File: src/rtl/jtframe_rom_arbiter.sv
// Round-robin ROM request arbiter: serves one client slot at a time through a 2-beat 16-bit SDRAM burst read.
// Optional watchdog on stalled accesses is enabled with the JTFRAME_ROMARB_TIMEOUT_EN macro.
module jtframe_rom_arbiter #(
    parameter int SLOTS = 4,
    parameter int TOW   = 8
) (
    input  logic                  rst,
    input  logic                  clk,
    input  logic [SLOTS-1:0]      slot_req,
    input  logic [SLOTS*22-1:0]   slot_addr,
    output logic [SLOTS-1:0]      slot_we,
    output logic [31:0]           slot_din,
    output logic                  slot_din_ok,
    output logic                  sdram_rd,
    output logic [21:0]           sdram_addr,
    input  logic                  sdram_ack,
    input  logic                  sdram_dst,
    input  logic [15:0]           sdram_data,
    output logic                  busy,
    output logic                  err
);
    localparam int PW = (SLOTS > 1) ? $clog2(SLOTS) : 1;

    typedef enum logic [2:0] {
        ST_IDLE = 3'd0,
        ST_REQ  = 3'd1,
        ST_W1   = 3'd2,
        ST_W2   = 3'd3,
        ST_DONE = 3'd4
    } state_t;

    state_t             state_q, state_d;
    logic [PW-1:0]      ptr_q, ptr_d;
    logic               rd_q, rd_d;
    logic [21:0]        addr_q, addr_d;
    logic [SLOTS-1:0]   we_q, we_d;
    logic [31:0]        din_q, din_d;
    logic               ok_q, ok_d;
    logic               gnt_found_s;
    logic [PW-1:0]      gnt_idx_s;
    logic               timeout_s;
    logic               to_fire_s;

    // Round-robin search starting at the slot after the last grant
    always_comb begin
        gnt_found_s = 1'b0;
        gnt_idx_s   = ptr_q;
        for (int i = 1; i <= SLOTS; i++) begin
            if (!gnt_found_s && slot_req[(int'(ptr_q) + i) % SLOTS]) begin
                gnt_found_s = 1'b1;
                gnt_idx_s   = PW'((int'(ptr_q) + i) % SLOTS);
            end else begin
                gnt_found_s = gnt_found_s;
            end
        end
    end

    // Watchdog fires only when the awaited controller event did not arrive this cycle
    always_comb begin
        case (state_q)
            ST_REQ:         to_fire_s = timeout_s && !sdram_ack;
            ST_W1, ST_W2:   to_fire_s = timeout_s && !sdram_dst;
            default:        to_fire_s = 1'b0;
        endcase
    end

    // State register and registered outputs
    always_ff @(posedge clk or posedge rst) begin
        if (rst) begin
            state_q <= ST_IDLE;
            ptr_q   <= PW'(SLOTS - 1);
            rd_q    <= 1'b0;
            addr_q  <= 22'd0;
            we_q    <= {SLOTS{1'b0}};
            din_q   <= 32'd0;
            ok_q    <= 1'b0;
        end else begin
            state_q <= state_d;
            ptr_q   <= ptr_d;
            rd_q    <= rd_d;
            addr_q  <= addr_d;
            we_q    <= we_d;
            din_q   <= din_d;
            ok_q    <= ok_d;
        end
    end

    // Next-state logic
    always_comb begin
        state_d = state_q;
        case (state_q)
            ST_IDLE: state_d = gnt_found_s ? ST_REQ : ST_IDLE;
            ST_REQ: begin
                if (sdram_ack)      state_d = ST_W1;
                else if (to_fire_s) state_d = ST_DONE;
                else                state_d = ST_REQ;
            end
            ST_W1: begin
                if (sdram_dst)      state_d = ST_W2;
                else if (to_fire_s) state_d = ST_DONE;
                else                state_d = ST_W1;
            end
            ST_W2: begin
                if (sdram_dst || to_fire_s) state_d = ST_DONE;
                else                        state_d = ST_W2;
            end
            ST_DONE: state_d = ST_IDLE;
            default: state_d = ST_IDLE;
        endcase
    end

    // Output register next values
    always_comb begin
        ptr_d  = ptr_q;
        rd_d   = rd_q;
        addr_d = addr_q;
        we_d   = we_q;
        din_d  = din_q;
        ok_d   = 1'b0;
        case (state_q)
            ST_IDLE: begin
                if (gnt_found_s) begin
                    ptr_d  = gnt_idx_s;
                    rd_d   = 1'b1;
                    addr_d = slot_addr[int'(gnt_idx_s) * 22 +: 22];
                    we_d   = {{(SLOTS-1){1'b0}}, 1'b1} << gnt_idx_s;
                end else begin
                    we_d   = {SLOTS{1'b0}};
                end
            end
            ST_REQ: begin
                if (sdram_ack || to_fire_s) rd_d = 1'b0;
                else                        rd_d = 1'b1;
            end
            ST_W1: begin
                if (sdram_dst) din_d[15:0] = sdram_data;
                else           din_d       = din_q;
            end
            ST_W2: begin
                if (sdram_dst) begin
                    din_d[31:16] = sdram_data;
                    ok_d         = 1'b1;
                end else begin
                    din_d        = din_q;
                end
            end
            ST_DONE: we_d = {SLOTS{1'b0}};
            default: we_d = {SLOTS{1'b0}};
        endcase
        if (to_fire_s) begin
            rd_d  = 1'b0;
            din_d = 32'hFFFF_FFFF;
            ok_d  = 1'b1;
        end else begin
            ok_d  = ok_d;
        end
    end

`ifdef JTFRAME_ROMARB_TIMEOUT_EN
    logic [TOW-1:0] cnt_q, cnt_d;
    logic           err_q, err_d;

    assign timeout_s = (cnt_q == {TOW{1'b1}});

    // Counter restarts at grant and at every accepted beat
    always_comb begin
        err_d = err_q | to_fire_s;
        case (state_q)
            ST_REQ:         cnt_d = cnt_q + {{(TOW-1){1'b0}}, 1'b1};
            ST_W1, ST_W2:   cnt_d = sdram_dst ? {TOW{1'b0}} : cnt_q + {{(TOW-1){1'b0}}, 1'b1};
            default:        cnt_d = {TOW{1'b0}};
        endcase
    end

    // Watchdog registers; err is sticky until reset
    always_ff @(posedge clk or posedge rst) begin
        if (rst) begin
            cnt_q <= {TOW{1'b0}};
            err_q <= 1'b0;
        end else begin
            cnt_q <= cnt_d;
            err_q <= err_d;
        end
    end

    assign err = err_q;
`else
    assign timeout_s = 1'b0;
    assign err       = 1'b0 & (TOW > 0);
`endif

    assign busy        = (state_q != ST_IDLE);
    assign sdram_rd    = rd_q;
    assign sdram_addr  = addr_q;
    assign slot_we     = we_q;
    assign slot_din    = din_q;
    assign slot_din_ok = ok_q;
endmodule

File: config.mk
export PLATFORM = sky130hd
export DESIGN_NAME = jtframe_rom_arbiter
export DESIGN_NICKNAME = d
export VERILOG_FILES = /design/src/rtl/jtframe_rom_arbiter.sv
export SDC_FILE = /design/constraint.sdc
export NUM_CORES = 1
export LEC_CHECK = 0
export CORE_AREA = 10 10 132 86
export CTS_CLUSTER_SIZE = 20
export DETAILED_ROUTE_END_ITERATION = 7
export DIE_AREA = 0 0 142 96
export HOLD_SLACK_MARGIN = 0.12
export PLACE_DENSITY = 0.79
export SETUP_SLACK_MARGIN = 0.4
export SYNTH_ARGS = -nofsm -noshare
export SYNTH_HDL_FRONTEND = slang
export SYNTH_SLANG_ARGS = --single-unit
File: constraint.sdc
create_clock -name clk -period 2.56 [get_ports clk]
set_input_delay 0.512 -clock clk [delete_from_list [all_inputs] [get_ports clk]]
set_output_delay 0.512 -clock clk [all_outputs]
set_load 0.03 [all_outputs]
Word-level counts from Yosys, hierarchy flattened
Index checks and enable logic that the tools add are counted.
Operators by class
  muxes and demuxes: 34
  equal/unequal tests: 4
  order comparisons: 4
  $add $sub $neg: 4
  shifts and indexed selects: 2
  multiply operators: 1
  reduce and logical (&&, ||, !) cells: 18
  bitwise gates (word level): 6
Operators by type and width (number)
  88-bit by 8-bit indexed part select with 22-bit output: 1
  32-bit case mux with 2 select lines: 1
  1-bit 2-to-1 mux: 18
  3-bit by 4-bit < comparator with 1-bit output, second input constant: 4
  16-bit 2-to-1 mux: 1
  3-bit case mux with 4 select lines: 1
  2-bit 2-to-1 mux: 5
  1-bit binary-select mux with 2-bit select: 4
  4-bit case mux with 2 select lines: 1
  2-bit OR reduction: 4
  3-bit by 2-bit == test with 1-bit output, second input constant: 2
  2-bit by 4-bit multiplier with 6-bit output, second input constant: 1
  3-bit AND reduction: 2
  2-bit by 1-bit adder with 2-bit output, second input constant: 2
  2-bit adder, second input constant: 2
  1-bit bitwise AND, first input constant: 4
  4-bit 2-to-1 mux: 1
  2-bit AND reduction: 2
  1-bit by 2-bit << shifter with 4-bit output, first input constant: 1
  3-bit by 1-bit == test with 1-bit output, second input constant: 1
  1-bit logical AND: 3
  1-bit logical NOT: 3
  3-bit logical NOT: 1
  3-bit 2-to-1 mux: 1
  6 further kinds: 7
Word-level totals
  input port bits: 112
  flip-flop bits (word level): 65
  word-level logic and storage cells: 81

Depth between registers and ports, before layout
  depth in word-level cells: 19
  gate-level depth with buffers: 8
  mapped depth without buffers: 5

Worst setup path after synthesis
OpenSTA, ideal clock, no wires.
  path type: input port to flip-flop
  start: input port slot_req[3]
  end: register addr_q[13] (netlist: sdram_addr[13])
  library setup time: 126 ps
  setup slack: 380 ps
  buffers on the path: 1
  stages on the path: 6
  data required time: 2434 ps
  arrival time: 2054 ps
  cells stage by stage: nor2b_2 o21a_2 nor3_4 buf_6 mux2_1 a221o_1
Between the ends
  word-level cells in the longest chain between the ends: 15
  elaborated cells on any way between the ends: 29
  those cells by class: mul (1); shift (1); mux (20); reduce/logical (7)
RTL lines
  start, declared: RTL line 9  | input logic [SLOTS-1:0] slot_req,
  1-bit binary-select mux with 2-bit select: RTL line 49  | if (!gnt_found_s && slot_req[(int'(ptr_q) + i) % SLOTS]) begin
  1-bit 2-to-1 mux (not written as such) (2 in series): RTL line 49
  1-bit 2-to-1 mux: RTL line 49
  1-bit logical NOT: RTL line 49
  1-bit logical AND: RTL line 49
  1-bit 2-to-1 mux: RTL line 49
  1-bit logical NOT: RTL line 49
  1-bit logical AND: RTL line 49
  1-bit 2-to-1 mux: RTL line 49
  1-bit logical NOT: RTL line 49
  1-bit logical AND: RTL line 49
  2-bit 2-to-1 mux: RTL line 49
  2-bit by 4-bit multiplier with 6-bit output: RTL line 125  | addr_d = slot_addr[int'(gnt_idx_s) * 22 +: 22];
  88-bit by 8-bit indexed part select with 22-bit output: RTL line 125
  end signal, assigned: RTL line 81  | addr_q <= addr_d;
  end, declared: RTL line 35  | logic [21:0] addr_q, addr_d;
Parallel ways exist; a longest one is shown, timed or not. The select of a mux whose other input is x is not followed.
A chain may end at the register's enable or synchronous reset.

Final worst setup path
  start: register ptr_q[0]
  end: register addr_q[6] (netlist: sdram_addr[6])
Between the ends
  word-level cells in the longest chain between the ends: 16
  elaborated cells on any way between the ends: 33
  those cells by class: add/sub (4); mul (1); shift (1); mux (20); reduce/logical (7)
RTL lines
  start, declared: RTL line 33  | logic [PW-1:0] ptr_q, ptr_d;
  start signal, assigned: RTL line 71  | ptr_q <= PW'(SLOTS - 1);
  start signal, assigned: RTL line 79  | ptr_q <= ptr_d;
  2-bit by 1-bit adder with 2-bit output: RTL line 49, 51
  1-bit binary-select mux with 2-bit select: RTL line 49
  1-bit 2-to-1 mux (not written as such) (2 in series): RTL line 49
  1-bit 2-to-1 mux: RTL line 49
  1-bit logical NOT: RTL line 49
  1-bit logical AND: RTL line 49
  1-bit 2-to-1 mux: RTL line 49
  1-bit logical NOT: RTL line 49
  1-bit logical AND: RTL line 49
  1-bit 2-to-1 mux: RTL line 49
  1-bit logical NOT: RTL line 49
  1-bit logical AND: RTL line 49
  2-bit 2-to-1 mux: RTL line 49
  2-bit by 4-bit multiplier with 6-bit output: RTL line 125
  88-bit by 8-bit indexed part select with 22-bit output: RTL line 125
Parallel ways exist; a longest one is shown, timed or not. The select of a mux whose other input is x is not followed.

==> metrics.csv <==
metric,value,unit
Final setup viols,0,
port bufs,172,
Hold EP,slot_we[2]$_DFFE_PP0N_,
die area,13600,um2
Place WS,-0.0444,ns
largest family of logic cells by synthesized area,compound AO/OA/AOI/OAI gates,
critical path endpoint category,register,
Post-Route WL,13300,um
internal power,4630,uW
crit-path cells,nor2b_4 > o21a_4 > nor3_4 > buf_6 > buf_12 > buf_12 > mux2_4 > a221o_1,
"Seq/Total Area, Yosys",0.452,
share of layout cells above drive strength 1,0.299,
CTS hold repair buffers,0,
clock sink count,64,
core area,8920,um2
Seq cells post-synth,64,
initial antenna violation count,0,
Final Max Tran Viols,0,
Worst slew margin,0.667,
DRT antenna net count,0,
worst min path class,register to register,
gr ovfl total,0,
GRT Util Overall,0.189,
Clock Tree Buf Depth,2,
combinational power share,0.608,
Psw,3130,uW
status,completed,
GPL Wtd Cong,0.782,
number of enable flip-flop cells after synthesis,0,
skew final,0.00589,ns
Area growth syn-to-layout,68.2,%
crit path buf inv count,3,
Setup CP Type,register to register,
sw frac,0.403,
mux cell area share after synthesis,0.181,
Achievable Freq,0.460,GHz
CP startpoint kind,register,
Hold Path Depth,2,
Final Util,0.670,
critical path's slowest cell,dfstp_2,
Synth Area per Inst,12.5,um2
XOR/XNOR share of the synthesized area,0,
DRT iter0 DRCs,230,
synthesized cell area,3550,um2
unrepaired setup endpoints after global routing,yes,
Via density,5.55,
Adder-Cell Fraction of Synth Area,0,
DIE HEIGHT,96,um
"Data required, critical path",2.77,ns
root buf cell,clkbuf_16,
post-synth cell types,46,
post-synthesis compound-gate area fraction,0.197,
CTS tree,yes,
Flop pwr share,0.239,
crit path max fanout,6,
Synth Area in Simple Gates,0.0934,
Async SR Flop Fraction,1.00,
Worst Reg2Reg Path Length in Cells,8,
Leakage Power,0.00250,uW
Crit path largest cell delay,0.58,ns
fillers,685,
first-pass GRT wire length,20100,um
hold path startpoint,slot_we[2]$_DFFE_PP0N_,
H-tree depth,3,
clock network fraction of design power,0.154,
total CTS buffers,9,
post-detail-place hpwl,9490,um
Final Cycle Share,0.849,
number of diodes,0,
Routed WL per cell,22.2,um
Die Width,142,um
# rows,27,
DR vias,3311,
"Clk pin slew, worst setup/hold paths",0.05,ns
largest net degree at the start of global routing,31,
maxcap violations,0,
IO Pins,174,
worst-case vdd ir drop,0.688,mV
min Tclk post-route,2.17,ns
Critical Path AT,2.38,ns
latest clock arrival within the worst-skew pair,0.33,ns
flop-to-flop setup slack,0.39,ns
YS warnings,0,
vias in the first global route,3578,
critical path's top delay family,flip-flops,
DR DRC count,0,
placed cell count,571,
Worst Slack Setup Final,0.387,ns
First-pass DRT Iterations,4,
PwrDens,1300,nW/um2
Nets,589,
synthesized netlist cell count,284,
"Net Count, Synth",396,
FF-to-FF Start,ptr_q[0]$_DFFE_PP1P_,
worst r2r dst,sdram_addr[6]$_DFFE_PP0P_,
worst slew pin tran,0.499,ns
prevailing post-synth register cell,dfrtp_1,
Initial Util,0.398,
non-filler cells in the finished layout,597,
Final Hold Viols,0,
"most used cell, CP",buf_12,
==> synth_stat cells (2+ instances only) <==
cell type,number,area [um2]
o21ai_0,3,15.0
a21oi_4,2,32.5
a22o_1,2,17.5
nand2b_1,3,18.8
a221o_1,19,190
buf_6,8,90.1
clkbuf_8,6,82.6
a21oi_2,17,149
buf_2,5,25.0
o31ai_1,22,165
dfstp_2,2,52.6
nand4_1,22,138
mux2_4,9,135
a21oi_1,7,35.0
mux2_1,5,56.3
buf_4,3,22.5
nor2_1,6,22.5
clkbuf_1,2,7.51
a221o_2,3,33.8
inv_1,3,11.3
nand2_1,7,26.3
dlygate4sd1_1,2,17.5
dfrtp_1,62,1550
o21ai_1,3,15.0
mux2_2,40,450
==> timing repair <==
| action | CTS | global route |
|---|---|---|
| cloned | 2 | 1 |
| setup endpoints to repair | 23 | 18 |
| pin swaps | 2 | 19 |
| gates resized for setup | 19 | 13 |
| buffers inserted | 5 | 3 |
==> routing by layer <==
layer	part of all wire	wire (um)	track usage
met4	0.021	282	0.0661
met5	0	0	0
met2	0.48	6340	0.299
met1	0.41	5390	0.230
met3	0.094	1250	0.0762
==> worst reg2reg max path: cells and delay by family, from the launching register on <==
family | cells | cell delay (ns)
multiplexers | 1 | 0.31
buffers and inverters | 3 | 0.39
AND/OR/NAND/NOR | 2 | 0.26
AO/OA/AOI/OAI | 2 | 0.51
flip-flops | 1 | 0.58
==> logic make-up (layout without fill, tap and decap cells) <==
kind of cell	after synthesis	in the layout
buffers and inverters	30	227
muxes	54	54
DFF	64	64
other	1	1
AOI/OAI and AO/OA	84	84
and+or+nand+nor	51	51
==> final cells by class <==
| class | instances | area (um2) | area share |
|---|---|---|---|
| repair buffers | 209 | 2170 | 0.363 |
| flip-flops and latches | 64 | 1600 | 0.269 |
| multi-input cells | 190 | 1760 | 0.294 |
| clock inverters | 4 | 45.0 | 0.00754 |
| well taps | 116 | 145 | 0.0243 |
| inverters | 3 | 11.3 | 0.00189 |
| clock buffers | 11 | 243 | 0.0406 |
==> through the flow <==
| stage | total power [uW] | TNS [ns] | hold WS (ns) | instance area (um2) |
|---|---|---|---|---|
| 2_1_floorplan | 4500 | 0 | 0.478 | 3550 |
| 3_5_place_dp | 6120 | -0.357 | 0.493 | 5430 |
| 6_report | 7770 | 0 | 0.497 | 5970 |
| 3_3_place_gp | 6020 | 0 | 0.483 | 5430 |
| 5_1_grt | 8160 | 0 | 0.526 | 5970 |
| 4_1_cts | 7670 | 0 | 0.505 | 5890 |
==> worst max-delay path by stage <==
stage / from / to / slack, ns / cells past startpoint
3_3_place_gp: slot_req[3] / sdram_addr[1]$_DFFE_PP0P_ / 0.03 / 7
4_1_cts: ptr_q[0]$_DFFE_PP1P_ / sdram_addr[2]$_DFFE_PP0P_ / 0.38 / 8
3_5_place_dp: slot_req[1] / sdram_addr[3]$_DFFE_PP0P_ / -0.04 / 7
6_report: ptr_q[0]$_DFFE_PP1P_ / sdram_addr[6]$_DFFE_PP0P_ / 0.39 / 8
2_1_floorplan: slot_req[3] / sdram_addr[13]$_DFFE_PP0P_ / 0.43 / 6
5_1_grt: ptr_q[0]$_DFFE_PP1P_ / sdram_addr[5]$_DFFE_PP0P_ / 0.34 / 8
==> flip-flops by register name, indices dropped and copies added (netlist names) <==
register	flops
slot_din	32
sdram_addr	22
sdram_rd	1
slot_we	4
slot_din_ok	1
ptr_q	2
state_q	2
==> power by group through the flow <==
stage	Clock, uW	Combinational, uW	Sequential, uW
2_1_floorplan	0	1800	2700
3_3_place_gp	0	4190	1830
3_5_place_dp	0	4270	1850
4_1_cts	1220	4590	1850
5_1_grt	1280	4960	1930
6_report	1190	4720	1850
==> layout by cell type (no fill, tap or decap), drive strengths merged, types with 2 or more instances in the layout <==
cell / count
a22o: 2
dlygate4sd2: 4
mux2: 54
clkinv: 3
or3b: 2
o21ai: 6
nand2b: 3
nand4: 22
or2: 2
a21oi: 26
a21o: 2
dfstp: 2
clkbuf: 13
a221o: 22
dfrtp: 62
o31ai: 22
inv: 3
nor2b: 2
buf: 36
nor3: 2
nor2: 6
nand2: 7
clkdlybuf4s50: 167
Power figures use the tool's default switching activity.
